===== src/rtl/mlp_pkg.sv =====
// Shared types and constants for the MLP layer sequencing logic.
package mlp_pkg;

  typedef enum logic [2:0] {
    S_IDLE  = 3'd0,
    S_CLEAR = 3'd1,
    S_MAC   = 3'd2,
    S_DRAIN = 3'd3,
    S_BIAS  = 3'd4,
    S_ACT   = 3'd5,
    S_WB    = 3'd6,
    S_DONE  = 3'd7
  } seq_state_t;

  localparam logic LAYER_HID = 1'b0;
  localparam logic LAYER_OUT = 1'b1;

  localparam int IN_LEN_HID = 784;
  localparam int IN_LEN_OUT = 32;
  localparam int NUM_LANES  = 32;

endpackage


===== src/rtl/mlp_layer_sequencer_addr_counter.sv =====
// Load/clear/increment address counter that saturates at a terminal value.
module seq_addr_counter #(
  parameter int W = 10
) (
  input  logic         clk,
  input  logic         rst,
  input  logic         i_clr,
  input  logic         i_load,
  input  logic [W-1:0] i_load_val,
  input  logic         i_inc,
  input  logic [W-1:0] i_last,
  output logic [W-1:0] o_cnt,
  output logic         o_tc
);

  logic [W-1:0] r_cnt;

  // Clear wins over load; increments stop once the terminal value is reached.
  always_ff @(posedge clk) begin
    if (rst) begin
      r_cnt <= {W{1'b0}};
    end else if (i_clr) begin
      r_cnt <= {W{1'b0}};
    end else if (i_load) begin
      r_cnt <= i_load_val;
    end else if (i_inc && !o_tc) begin
      r_cnt <= r_cnt + {{(W-1){1'b0}}, 1'b1};
    end
  end

  assign o_cnt = r_cnt;
  assign o_tc  = (r_cnt == i_last);

endmodule


===== src/rtl/mlp_layer_sequencer.sv =====
// Control FSM for one fully-connected layer: clear, MAC stream, bias, optional
// ReLU, write-back. Issues addresses and single-cycle enables only.
module mlp_layer_sequencer
  import mlp_pkg::*;
#(
  parameter int ADDR_W = 10
) (
  input  logic              clk,
  input  logic              rst,
  input  logic              i_start,
  input  logic              i_layer_sel,
  input  logic [ADDR_W:0]   i_in_len,
  output logic              o_busy,
  output logic              o_done,
  output logic              o_acc_clr,
  output logic [ADDR_W-1:0] o_in_addr,
  output logic [ADDR_W:0]   o_w_addr,
  output logic              o_mac_en,
  output logic              o_bias_en,
  output logic              o_relu_en,
  output logic              o_act_we,
  output logic              o_logit_we
);

  localparam logic [ADDR_W:0] MAX_LEN = {1'b1, {ADDR_W{1'b0}}};

  seq_state_t      r_state;
  logic            r_layer;
  logic [ADDR_W:0] r_len;
  logic            r_busy;
  logic            r_done;
  logic            r_acc_clr;
  logic            r_mac_en;
  logic            r_bias_en;
  logic            r_relu_en;
  logic            r_act_we;
  logic            r_logit_we;

  logic              w_accept;
  logic              w_inc;
  logic              w_tc;
  logic [ADDR_W-1:0] w_last;
  logic [ADDR_W-1:0] w_cnt;
  logic [ADDR_W:0]   w_len_clamped;

  assign w_accept      = (r_state == S_IDLE) && i_start;
  assign w_inc         = (r_state == S_MAC);
  assign w_len_clamped = (i_in_len > MAX_LEN) ? MAX_LEN : i_in_len;
  // For a clamped length of 2^ADDR_W the low bits are zero, so this wraps to all-ones.
  assign w_last        = r_len[ADDR_W-1:0] - {{(ADDR_W-1){1'b0}}, 1'b1};

  seq_addr_counter #(
    .W(ADDR_W)
  ) u_addr_cnt (
    .clk        (clk),
    .rst        (rst),
    .i_clr      (w_accept),
    .i_load     (1'b0),
    .i_load_val ({ADDR_W{1'b0}}),
    .i_inc      (w_inc),
    .i_last     (w_last),
    .o_cnt      (w_cnt),
    .o_tc       (w_tc)
  );

  // Sequencer state and Moore outputs, all decoded into registers at the transition.
  always_ff @(posedge clk) begin
    if (rst) begin
      r_state    <= S_IDLE;
      r_layer    <= 1'b0;
      r_len      <= {(ADDR_W+1){1'b0}};
      r_busy     <= 1'b0;
      r_done     <= 1'b0;
      r_acc_clr  <= 1'b0;
      r_mac_en   <= 1'b0;
      r_bias_en  <= 1'b0;
      r_relu_en  <= 1'b0;
      r_act_we   <= 1'b0;
      r_logit_we <= 1'b0;
    end else begin
      // Delayed by one cycle to line up with the read latency of the buffers.
      r_mac_en   <= (r_state == S_MAC);
      r_done     <= 1'b0;
      r_acc_clr  <= 1'b0;
      r_bias_en  <= 1'b0;
      r_relu_en  <= 1'b0;
      r_act_we   <= 1'b0;
      r_logit_we <= 1'b0;
      case (r_state)
        S_IDLE: begin
          if (i_start) begin
            r_layer   <= i_layer_sel;
            r_len     <= w_len_clamped;
            r_busy    <= 1'b1;
            r_acc_clr <= 1'b1;
            r_state   <= S_CLEAR;
          end
        end
        S_CLEAR: begin
          if (r_len != {(ADDR_W+1){1'b0}}) begin
            r_state <= S_MAC;
          end else begin
            r_bias_en <= 1'b1;
            r_state   <= S_BIAS;
          end
        end
        S_MAC: begin
          if (w_tc) begin
            r_state <= S_DRAIN;
          end
        end
        S_DRAIN: begin
          r_bias_en <= 1'b1;
          r_state   <= S_BIAS;
        end
        S_BIAS: begin
          if (r_layer == LAYER_HID) begin
            r_relu_en <= 1'b1;
            r_state   <= S_ACT;
          end else begin
            r_logit_we <= 1'b1;
            r_state    <= S_WB;
          end
        end
        S_ACT: begin
          r_act_we <= 1'b1;
          r_state  <= S_WB;
        end
        S_WB: begin
          r_done  <= 1'b1;
          r_state <= S_DONE;
        end
        S_DONE: begin
          r_busy  <= 1'b0;
          r_state <= S_IDLE;
        end
        default: begin
          r_busy  <= 1'b0;
          r_state <= S_IDLE;
        end
      endcase
    end
  end

  assign o_busy     = r_busy;
  assign o_done     = r_done;
  assign o_acc_clr  = r_acc_clr;
  assign o_in_addr  = w_cnt;
  assign o_w_addr   = {r_layer, w_cnt};
  assign o_mac_en   = r_mac_en;
  assign o_bias_en  = r_bias_en;
  assign o_relu_en  = r_relu_en;
  assign o_act_we   = r_act_we;
  assign o_logit_we = r_logit_we;

endmodule


===== config.mk =====
export PLATFORM = sky130hd
export DESIGN_NAME = mlp_layer_sequencer
export DESIGN_NICKNAME = d
export VERILOG_FILES = /design/src/rtl/mlp_pkg.sv /design/src/rtl/mlp_layer_sequencer_addr_counter.sv /design/src/rtl/mlp_layer_sequencer.sv
export SDC_FILE = /design/constraint.sdc
export NUM_CORES = 1
export LEC_CHECK = 0
export CORE_MARGIN = 2
export CORE_UTILIZATION = 40
export DETAILED_ROUTE_END_ITERATION = 6
export PLACE_DENSITY = 0.65
export SLEW_MARGIN = 20
export SYNTH_ARGS = -nofsm -noshare
export SYNTH_HDL_FRONTEND = slang
export SYNTH_SLANG_ARGS = --single-unit

===== constraint.sdc =====
create_clock -name clk -period 2.6 [get_ports clk]
set_input_delay 0.65 -clock clk [delete_from_list [all_inputs] [get_ports clk]]
set_output_delay 0.65 -clock clk [all_outputs]
set_load 0.02 [all_outputs]

== Word-level counts from Yosys, hierarchy flattened ==
Cells that the tools add are included.

* Word-level logic and storage cells: 54
* Bits of input ports: 15
* Register bits: 33

* Bitwise operators: 2
* Multiplexer cells: 15
* Magnitude comparators: 1
* Reduce and logical (&&, ||, !) cells: 12
* $add $sub $neg: 2
* Eq/ne operators: 10

{| class="wikitable"
|+ Operator list
! kind !! number
|-
| one-hot mux 3 bit (8 select lines) || 1
|-
| equality test 3 bit (second input constant) || 4
|-
| greater-than comparator 11 bit (second input constant) || 1
|-
| 2-to-1 mux 11 bit || 1
|-
| nonzero test 11 bit || 1
|-
| adder 10 x 1 -> 10 bit (second input constant) || 1
|-
| equality test 10 bit || 1
|-
| subtractor 10 x 1 -> 10 bit (second input constant) || 1
|-
| 2-to-1 mux 3 bit || 3
|-
| 2-to-1 mux 1 bit || 7
|-
| equality test 3 x 2 -> 1 bit (second input constant) || 2
|-
| AND reduction 2 bit || 3
|-
| OR reduction 2 bit || 3
|-
| != test 2 bit (second input constant) || 2
|-
| one-hot mux 1 bit (2 select lines) || 2
|-
| equality test 3 x 1 -> 1 bit (second input constant) || 1
|-
| zero test 3 bit || 1
|-
| logical AND 1 bit || 2
|-
| 2-to-1 mux 2 bit || 1
|-
| inverter 1 bit || 2
|-
| nonzero test 2 bit || 1
|-
| zero test 1 bit || 1
|}

== Logic depth before layout (Yosys ltp) ==
* Depth after elaboration: 4
* Mapped depth: 10
* Mapped depth without buffers: 9

== Modules after synthesis ==
Synthesis repeated with hierarchy kept, for this count alone.

* Cells, all modules: 219
* Area, all modules: 1,795.5 um2

{| class="wikitable"
|+ By module, submodules not included
! module !! instances !! seq. area each (um2) !! area each (um2) !! cells each
|-
| mlp_layer_sequencer || 1 || 460.4 || 1,128.6 || 137
|-
| seq_addr_counter || 1 || 200.2 || 666.9 || 82
|}

== Worst setup path before layout ==
OpenSTA, ideal clock, no wires.

* Path kind: reg2reg
* Start point: register r_len[3]
* End point: register u_addr_cnt.r_cnt[7] (netlist: u_addr_cnt.o_cnt[7])
* Library setup time: 0.070 ns
* Data arrival time: 2.229 ns
* Slack: 0.301 ns
* Stages on the path, launching flop included: 8
* Buffers on the path: 0
* Cells stage by stage: dfxtp_1 -> or4_4 -> or2_0 -> o21ai_1 -> a31oi_1 -> o2111a_2 -> or4_1 -> a21oi_1

* Cells in the longest elaborated chain, start to end: 4

{| class="wikitable"
|+ Ends and longest elaborated chain
! item !! line !! text
|-
| start, declared || mlp_layer_sequencer.sv:29 || <nowiki>logic [ADDR_W:0] r_len;</nowiki>
|-
| start signal, assigned || mlp_layer_sequencer.sv:71 || <nowiki>r_len <= {(ADDR_W+1){1'b0}};</nowiki>
|-
| start signal, assigned || mlp_layer_sequencer.sv:93 || <nowiki>r_len <= w_len_clamped;</nowiki>
|-
| subtractor 10 x 1 -> 10 bit || mlp_layer_sequencer.sv:50 || <nowiki>assign w_last = r_len[ADDR_W-1:0] - {{(ADDR_W-1){1'b0}}, 1'b1};</nowiki>
|-
| equality test 10 bit || mlp_layer_sequencer_addr_counter.sv:32 || <nowiki>assign o_tc = (r_cnt == i_last);</nowiki>
|-
| zero test 1 bit || mlp_layer_sequencer_addr_counter.sv:26 || <nowiki>end else if (i_inc && !o_tc) begin</nowiki>
|-
| logical AND 1 bit || mlp_layer_sequencer_addr_counter.sv:26 ||
|-
| end signal, assigned || mlp_layer_sequencer_addr_counter.sv:23 || <nowiki>r_cnt <= {W{1'b0}};</nowiki>
|-
| end signal, assigned || mlp_layer_sequencer_addr_counter.sv:25 || <nowiki>r_cnt <= i_load_val;</nowiki>
|-
| end signal, assigned || mlp_layer_sequencer_addr_counter.sv:27 || <nowiki>r_cnt <= r_cnt + {{(W-1){1'b0}}, 1'b1};</nowiki>
|-
| end, declared || mlp_layer_sequencer_addr_counter.sv:16 || <nowiki>logic [W-1:0] r_cnt;</nowiki>
|}

No other way between the ends.
A chain may end at the register's enable or synchronous reset.

== Worst setup path after layout ==
* Start point: register r_len[0]
* End point: register u_addr_cnt.r_cnt[8] (netlist: u_addr_cnt.o_cnt[8])

The elaborated chain is that of the path after synthesis.

==> results <==
- The largest area contributor in the netlist is sky130_fd_sc_hd__dfxtp_1.
- Hold repair after CTS inserted 0 buffers.
- The critical path launch point type is a register.
- At the later pin of the worst-skew pair, clock insertion delay measures between 0.2 and 0.3 ns.
- Measured along the x axis, the die boundary spans 70.60 microns.
- The critical-path cell with the highest stage delay is sky130_fd_sc_hd__or4_1.
- The core region is 4324 sq um.
- In the synthesized netlist, the number of instances is 212.
- The cell area that synthesis handed to floorplanning was between 1500 and 2000 sq um.
- The final-report hold violation count is 0.
- The floorplan has 24 rows.
- The number of nets in the synthesized netlist is around 230.
- Dividing total power by cell area gives a power density of 654.8 nW/um^2.
- The congestion estimate from routability-driven global placement came to just over 0.8.
- The count of unresolved DRC violations after routing is 0.
- The detail-routed via count per cell is between 5 and 6.
- The clock passes through at most 2 buffers.
- Counting every sink on the clock net gives 33.
- The count of buffers from port buffering is 43.
- After routing, the total negative slack on setup checks comes to 0 ns.
- The leakage power total is ~0.83 nW.
- The total of endpoints with negative setup slack in the final report is 0.
- The first-pass iteration count of the detailed router is 4.
- In this run the number of H-tree levels came out at 2.
- The most numerous cell type found on the critical path is sky130_fd_sc_hd__buf_4.
- Setup repair after global routing left no endpoint under its margin.
- The tree is rooted in a sky130_fd_sc_hd__clkbuf_8.
- Once placement completed, the tool counted placed cells totaling 300.
- The post-synthesis average cell area is 8.369 sq um.
- The final layout contains routed wiring with a total length of 4130 microns.
- The final worst clock skew is 0.005648 ns.
- For this block, the via count after detailed routing is 1693.
- The launching point of the worst reg2reg path is r_len[0].
- The clock tree from TritonCTS is built.
- The worst-case reg-to-reg path depth is 11.
- Of the post-synthesis cell area, the dominant cell type holds 0.3724.
- The summed area of non-filler cells in the final layout is approximately 2300 sq um.
- The share of layout cells above drive strength 1 is 0.1055.
- After clock tree synthesis, the repair step resized 0 gates.
- The worst path arrival time is 2.68 ns.
- The detail route stage leaves a number of antenna-violating nets equal to 0.
- The dominant register cell in the synthesized netlist is sky130_fd_sc_hd__dfxtp_1.
- The number of nets at the end of the flow is between 200 and 300.
- Dividing the detail-routed wire length by the instance count gives ~13 microns.
- The global-route usage over all layers is 0.1715.
- The run finished with clean final reports.
- Yosys printed 0 warnings.
- The slew at the pin closest to its max-slew limit is a little under 0.8 ns.
- The area growth from synthesis to layout is 31.24%.
- For this run, the register share of the synthesized area comes to 0.3724.
- The final core area utilization is 0.5385.
- The critical path goes through inv_1, ha_1, buf_4, nor2b_1, o21ai_0, a211oi_1, o41ai_1, buf_4, o2111a_2, or4_1, a21oi_1.
- The remaining global-route overflow is 0.
- The finished layout holds just over 300 standard cells, fillers aside.
- The number of I/O pins is 44.
- Yosys mapped a number of flops with a built-in enable equal to 0.
- The pin count of the biggest net entering global routing is 18.
- For hold timing, the worst endpoint is r_len[10].
- The path type of the worst min-delay path is reg -> reg.
- The initial antenna violation count came to 0.
- The worst hold path depth is 2.
- The worst-case vdd ir drop is about 0.00038 V.
- The post-CTS clock slew at the launch and capture registers of the worst setup and hold paths is around 0.070 ns.
- The starting utilization of the core area is 0.4103.
- The critical hold path startpoint is r_len[10].
- Based on the critical path, the design can be clocked at up to about 410 MHz.
- The chip height is between 70 and 80 microns.
- The number of antenna diodes in the final layout is 0.
- The number of setup buffers added after CTS is 0.
- The timing startpoint of the critical path is r_len[0].
- Buffers inserted during clock tree synthesis total 5.
- The number of register bits inferred by synthesis is 33.
- In this run the critical register-to-register path is captured at u_addr_cnt.o_cnt[8].
- The tool flagged a number of max-cap violations equal to 0.
- The area of the die is about 5000 sq um.
- In this run, the number of DRC markers left after iteration 0 of detailed routing was roughly 110.
- The netlist uses 45 different library cells.
- In this run the register-to-register setup slack is roughly 0.14 ns.
- The placed standard-cell area is approximately 2200 sq um.
- In the finished design, the share of the clock period the worst path needs comes to 0.9477.
- The number of pins exceeding their max-slew limit in the final report is 0.
- The clock period could shrink to approximately 2.5 ns.
- The via count of the first global-routing pass is around 1400.
- The longest individual stage delay on the worst path is about 0.48 ns.
- The setup path with the least slack is of type reg -> reg.
- Headroom to the max-slew limit came out at 0.4726.
- In the post-synthesis netlist, the biggest area contributors are sky130_fd_sc_hd__dfxtp_1, sky130_fd_sc_hd__buf_4, sky130_fd_sc_hd__a21oi_1.
- The maximum fanout count along the critical path is 17.
- The first global-routing pass estimated between 6000 and 7000 microns of wire.
- The worst hold slack after final layout is 0.4620 ns.
- Data on the critical path is required at its endpoint by around 2.8 ns.
- The nature of the critical path endpoint is a register.
- Detailed placement ended at an HPWL of between 3000 and 4000 microns.
- For this run, asynchronously set or reset flops after synthesis account for 0.
==> critical path: cells and delay by family, from the launching register on <==
kind	cells	cell delay, ns
AOI/OAI and AO/OA	5	0.86
and+or+nand+nor	2	0.64
buffers and inverters	3	0.36
DFF	1	0.35
adders and majority gates	1	0.17
==> per-stage QoR <==
stage	setup slack (ns)	power (mW)
after floorplan	0.3012	0.9755
after global placement	0.1531	1.157
after detailed placement	0.09299	1.158
after CTS	0.07763	1.536
after global routing	0.009726	1.628
final	0.1359	1.525
==> cells in the mapped netlist, types with 3 or more instances <==
master and n:
sky130_fd_sc_hd__inv_1 5, sky130_fd_sc_hd__nand3b_1 7, sky130_fd_sc_hd__buf_4 11, sky130_fd_sc_hd__o211ai_1 5, sky130_fd_sc_hd__a211oi_1 3, sky130_fd_sc_hd__nor3b_1 3
sky130_fd_sc_hd__xnor2_1 4, sky130_fd_sc_hd__nor4bb_1 3, sky130_fd_sc_hd__or3_1 3, sky130_fd_sc_hd__a22o_1 6, sky130_fd_sc_hd__nand4_1 4, sky130_fd_sc_hd__a21oi_1 16
sky130_fd_sc_hd__clkbuf_1 6, sky130_fd_sc_hd__or4_1 5, sky130_fd_sc_hd__a31oi_1 3, sky130_fd_sc_hd__nor2b_1 4, sky130_fd_sc_hd__xor2_1 6, sky130_fd_sc_hd__nand3_1 3
sky130_fd_sc_hd__dfxtp_1 33, sky130_fd_sc_hd__nor4_1 3, sky130_fd_sc_hd__nor2_1 16, sky130_fd_sc_hd__nand2b_1 5, sky130_fd_sc_hd__o21ai_0 7, sky130_fd_sc_hd__nand2_1 20
sky130_fd_sc_hd__nor3_1 6
==> registers in the layout, indices dropped and copies added, names as in the netlist <==
signal            flops
o_act_we              1
o_acc_clr             1
o_busy                1
u_addr_cnt.o_cnt     10
o_logit_we            1
o_relu_en             1
r_len                11
r_state               3
r_layer               1
o_bias_en             1
o_done                1
o_mac_en              1
==> report_power, final <==
part	switching, mW	internal [mW]	leakage (nW)	total, mW
Sequential	0.0732	0.565	0.268	0.638
Clock	0.189	0.185	0.0450	0.374
Combinational	0.267	0.246	0.521	0.513
Total	0.528	0.996	0.834	1.52
==> worst max path at each step <==
stage	to	slack [ns]	cells past startpoint
finish	u_addr_cnt.o_cnt[8]	0.14	11
detailed placement	u_addr_cnt.o_cnt[7]	0.09	7
CTS	u_addr_cnt.o_cnt[8]	0.08	7
global placement	u_addr_cnt.o_cnt[8]	0.15	7
global route	u_addr_cnt.o_cnt[7]	0.01	7
floorplan	u_addr_cnt.o_cnt[7]	0.30	7
==> area by class of cell <==
class | count | area, sq um
Clock inverter | 2 | 10.01
Timing Repair Buffer | 55 | 520.5
Sequential cell | 33 | 660.6
Fill cell | 420 | 1996
Tap cell | 52 | 65.06
Inverter | 5 | 18.77
Multi-Input combinational cell | 155 | 980.9
Clock buffer | 6 | 72.57
==> cell usage in the layout, fill, tap and decap left out, types with 5 or more instances in the layout <==
master                             n
sky130_fd_sc_hd__nand2_1          20
sky130_fd_sc_hd__a21oi_1          16
sky130_fd_sc_hd__o21ai_0           7
sky130_fd_sc_hd__clkbuf_8          5
sky130_fd_sc_hd__nor3_1            5
sky130_fd_sc_hd__nor2_1           16
sky130_fd_sc_hd__nand3b_1          7
sky130_fd_sc_hd__a22o_1            6
sky130_fd_sc_hd__xor2_1            6
sky130_fd_sc_hd__buf_4            12
sky130_fd_sc_hd__o211ai_1          5
sky130_fd_sc_hd__nand2b_1          5
sky130_fd_sc_hd__inv_1             5
sky130_fd_sc_hd__or4_1             5
sky130_fd_sc_hd__clkdlybuf4s50_1  43
sky130_fd_sc_hd__dfxtp_1          33
==> logic make-up after synthesis <==
logic type,count (synthesis),synth area share
AOI/OAI and AO/OA,51,0.1925
xor gates and xnor gates,10,0.04936
adders and majority gates,2,0.01410
buffers and inverters,24,0.07828
DFF,33,0.3724
and+or+nand+nor,92,0.2934
==> metal layers <==
| layer | GRT usage | part of all wire |
|---|---|---|
| met5 | 0 | 0 |
| met4 | 0.07547 | 0.017 |
| met3 | 0.04558 | 0.055 |
| met2 | 0.2621 | 0.47 |
| met1 | 0.2291 | 0.46 |
Power figures use the tool's default switching activity.
==> patch, RTL diff (config.mk and constraints unchanged) <==
Register the outputs `o_in_addr` and `o_w_addr`, with the module's reset; this adds one clock of latency there. The other outputs are not delayed to match.
--- a/src/rtl/mlp_layer_sequencer.sv
+++ b/src/rtl/mlp_layer_sequencer.sv
@@ -147,4 +147,11 @@
   assign o_acc_clr  = r_acc_clr;
-  assign o_in_addr  = w_cnt;
-  assign o_w_addr   = {r_layer, w_cnt};
+  always_ff @(posedge clk) begin
+    if (rst) begin
+      o_in_addr <= '0;
+      o_w_addr  <= '0;
+    end else begin
+      o_in_addr <= w_cnt;
+      o_w_addr  <= {r_layer, w_cnt};
+    end
+  end
   assign o_mac_en   = r_mac_en;
Behaviour: not the same (Yosys sat finds a counterexample within 4 cycles, from zero or initial values and one cycle with rst high).
==> patch against the unedited design <==
  * Setup slack lost 14 ps
  * Via count shrank 1.1%
  * Wire length fell by 0.80%
  * Core utilization up 0.70 points
  * Sequential cell count increased by 11
  * Power is 8.0% higher
  * Non-clock buffer count unchanged
  * Design area up 13%
  * Synthesized area grew 15%
  * Final cell count is 8.1% higher
==> patch: results (changes against the unedited design) <==
fraction of layout cells with a size suffix above 1=0.109 (+0.00355); worst flop-to-flop path startpoint=r_len[1]; via count of the first global-routing pass=1391 (-2.8%); most frequent cells after synthesis=sky130_fd_sc_hd__dfxtp_1, sky130_fd_sc_hd__nor2_1, sky130_fd_sc_hd__nand2_1; Detail Route met3 WL=223 um (-2.6%); slew of the pin with the lowest slew margin=442 ps (-346 ps); mux share of post-synthesis cell area=0.00492 (+0.00492); leakage power total=1.02 nW (+22%); GRT met3 Usage=0.0410 (-0.00458); Worst Setup SP=r_len[1]; maximum number of pins on one net before global-route repair=17 (-1); final-layout fill cell count=466 (+11%); sequential area share after synthesis=0.433 (+0.0603); initial detailed-routing violation count=80 (-26%); net count of the mapped netlist=240 (+4.8%); cell type group with the largest total delay on the critical path=simple AND/OR/NAND/NOR gates; pre-CTS worst setup slack=38.3 ps (-54.6 ps); detail-routed net length per standard cell=12.3 um (-8.2%); run status=finished, final reports clean; peak supply drop=0.368 mV (-3.4%); leading cell types by total area after synthesis=sky130_fd_sc_hd__dfxtp_1, sky130_fd_sc_hd__buf_4, sky130_fd_sc_hd__nor2_1, sky130_fd_sc_hd__xor2_1, sky130_fd_sc_hd__xnor2_1; cells on worst reg2reg path=9 (-2); per-instance average area after synthesis=9.13 um^2 (+9.1%); met1 routed wirelength after detailed routing=2.01 mm (+6.2%); DR WL met2=1.78 mm (-8.2%); global-route wire length before repair=6.67 mm (-1.3%); Sw Ratio=0.311 (-0.0351)
[patch: changes by cell type after synthesis, sizes merged, moves of 3 or more]
cell	before	now
and3	0	4
nand2	20	14
xor2	6	9
nand3b	7	2
or2	3	0
a21oi	16	13
nor2b	4	9
xnor2	4	7
nor2	16	22
nand4	4	1
nand3	3	6
dfxtp	33	44
nor4bb	3	0
[patch: worst min-delay path by stage]
| stage | start | endpoint | slack, ps | cells past startpoint |
|---|---|---|---|---|
| 2_1_floorplan | r_len[10] | r_len[10] | 440 | 2 |
| 3_3_place_gp | r_len[10] | r_len[10] | 450 | 2 |
| 3_5_place_dp | r_len[10] | r_len[10] | 460 | 2 |
| 4_1_cts | r_len[10] | r_len[10] | 470 | 2 |
| 5_1_grt | r_len[9] | r_len[9] | 500 | 2 |
| 6_report | r_len[10] | r_len[10] | 480 | 2 |
[patch: logic make-up after synthesis]
| kind of cell | count (synthesis) |
|---|---|
| adders and majority gates | 2 |
| xor gates and xnor gates | 16 |
| AOI/OAI and AO/OA | 47 |
| DFF | 44 |
| and+or+nand+nor | 88 |
| muxes | 1 |
| buffers and inverters | 25 |
[patch: power groups by stage]
stage                     sequential, mW  clock (mW)  combinational (mW)
after floorplan                    0.795           0               0.301
after global placement             0.801           0               0.442
after detailed placement           0.802           0               0.444
after CTS                          0.786       0.413               0.447
after global routing               0.799       0.443               0.506
final                              0.789       0.401               0.457
[patch: final cells by class]
cell class	count	area share
inverter	6	0.00857
multi-input combinational	154	0.395
sequential	44	0.335
timing repair buffer	55	0.198
tap	67	0.0319
clock inverter	2	0.00476
clock buffer	5	0.0262
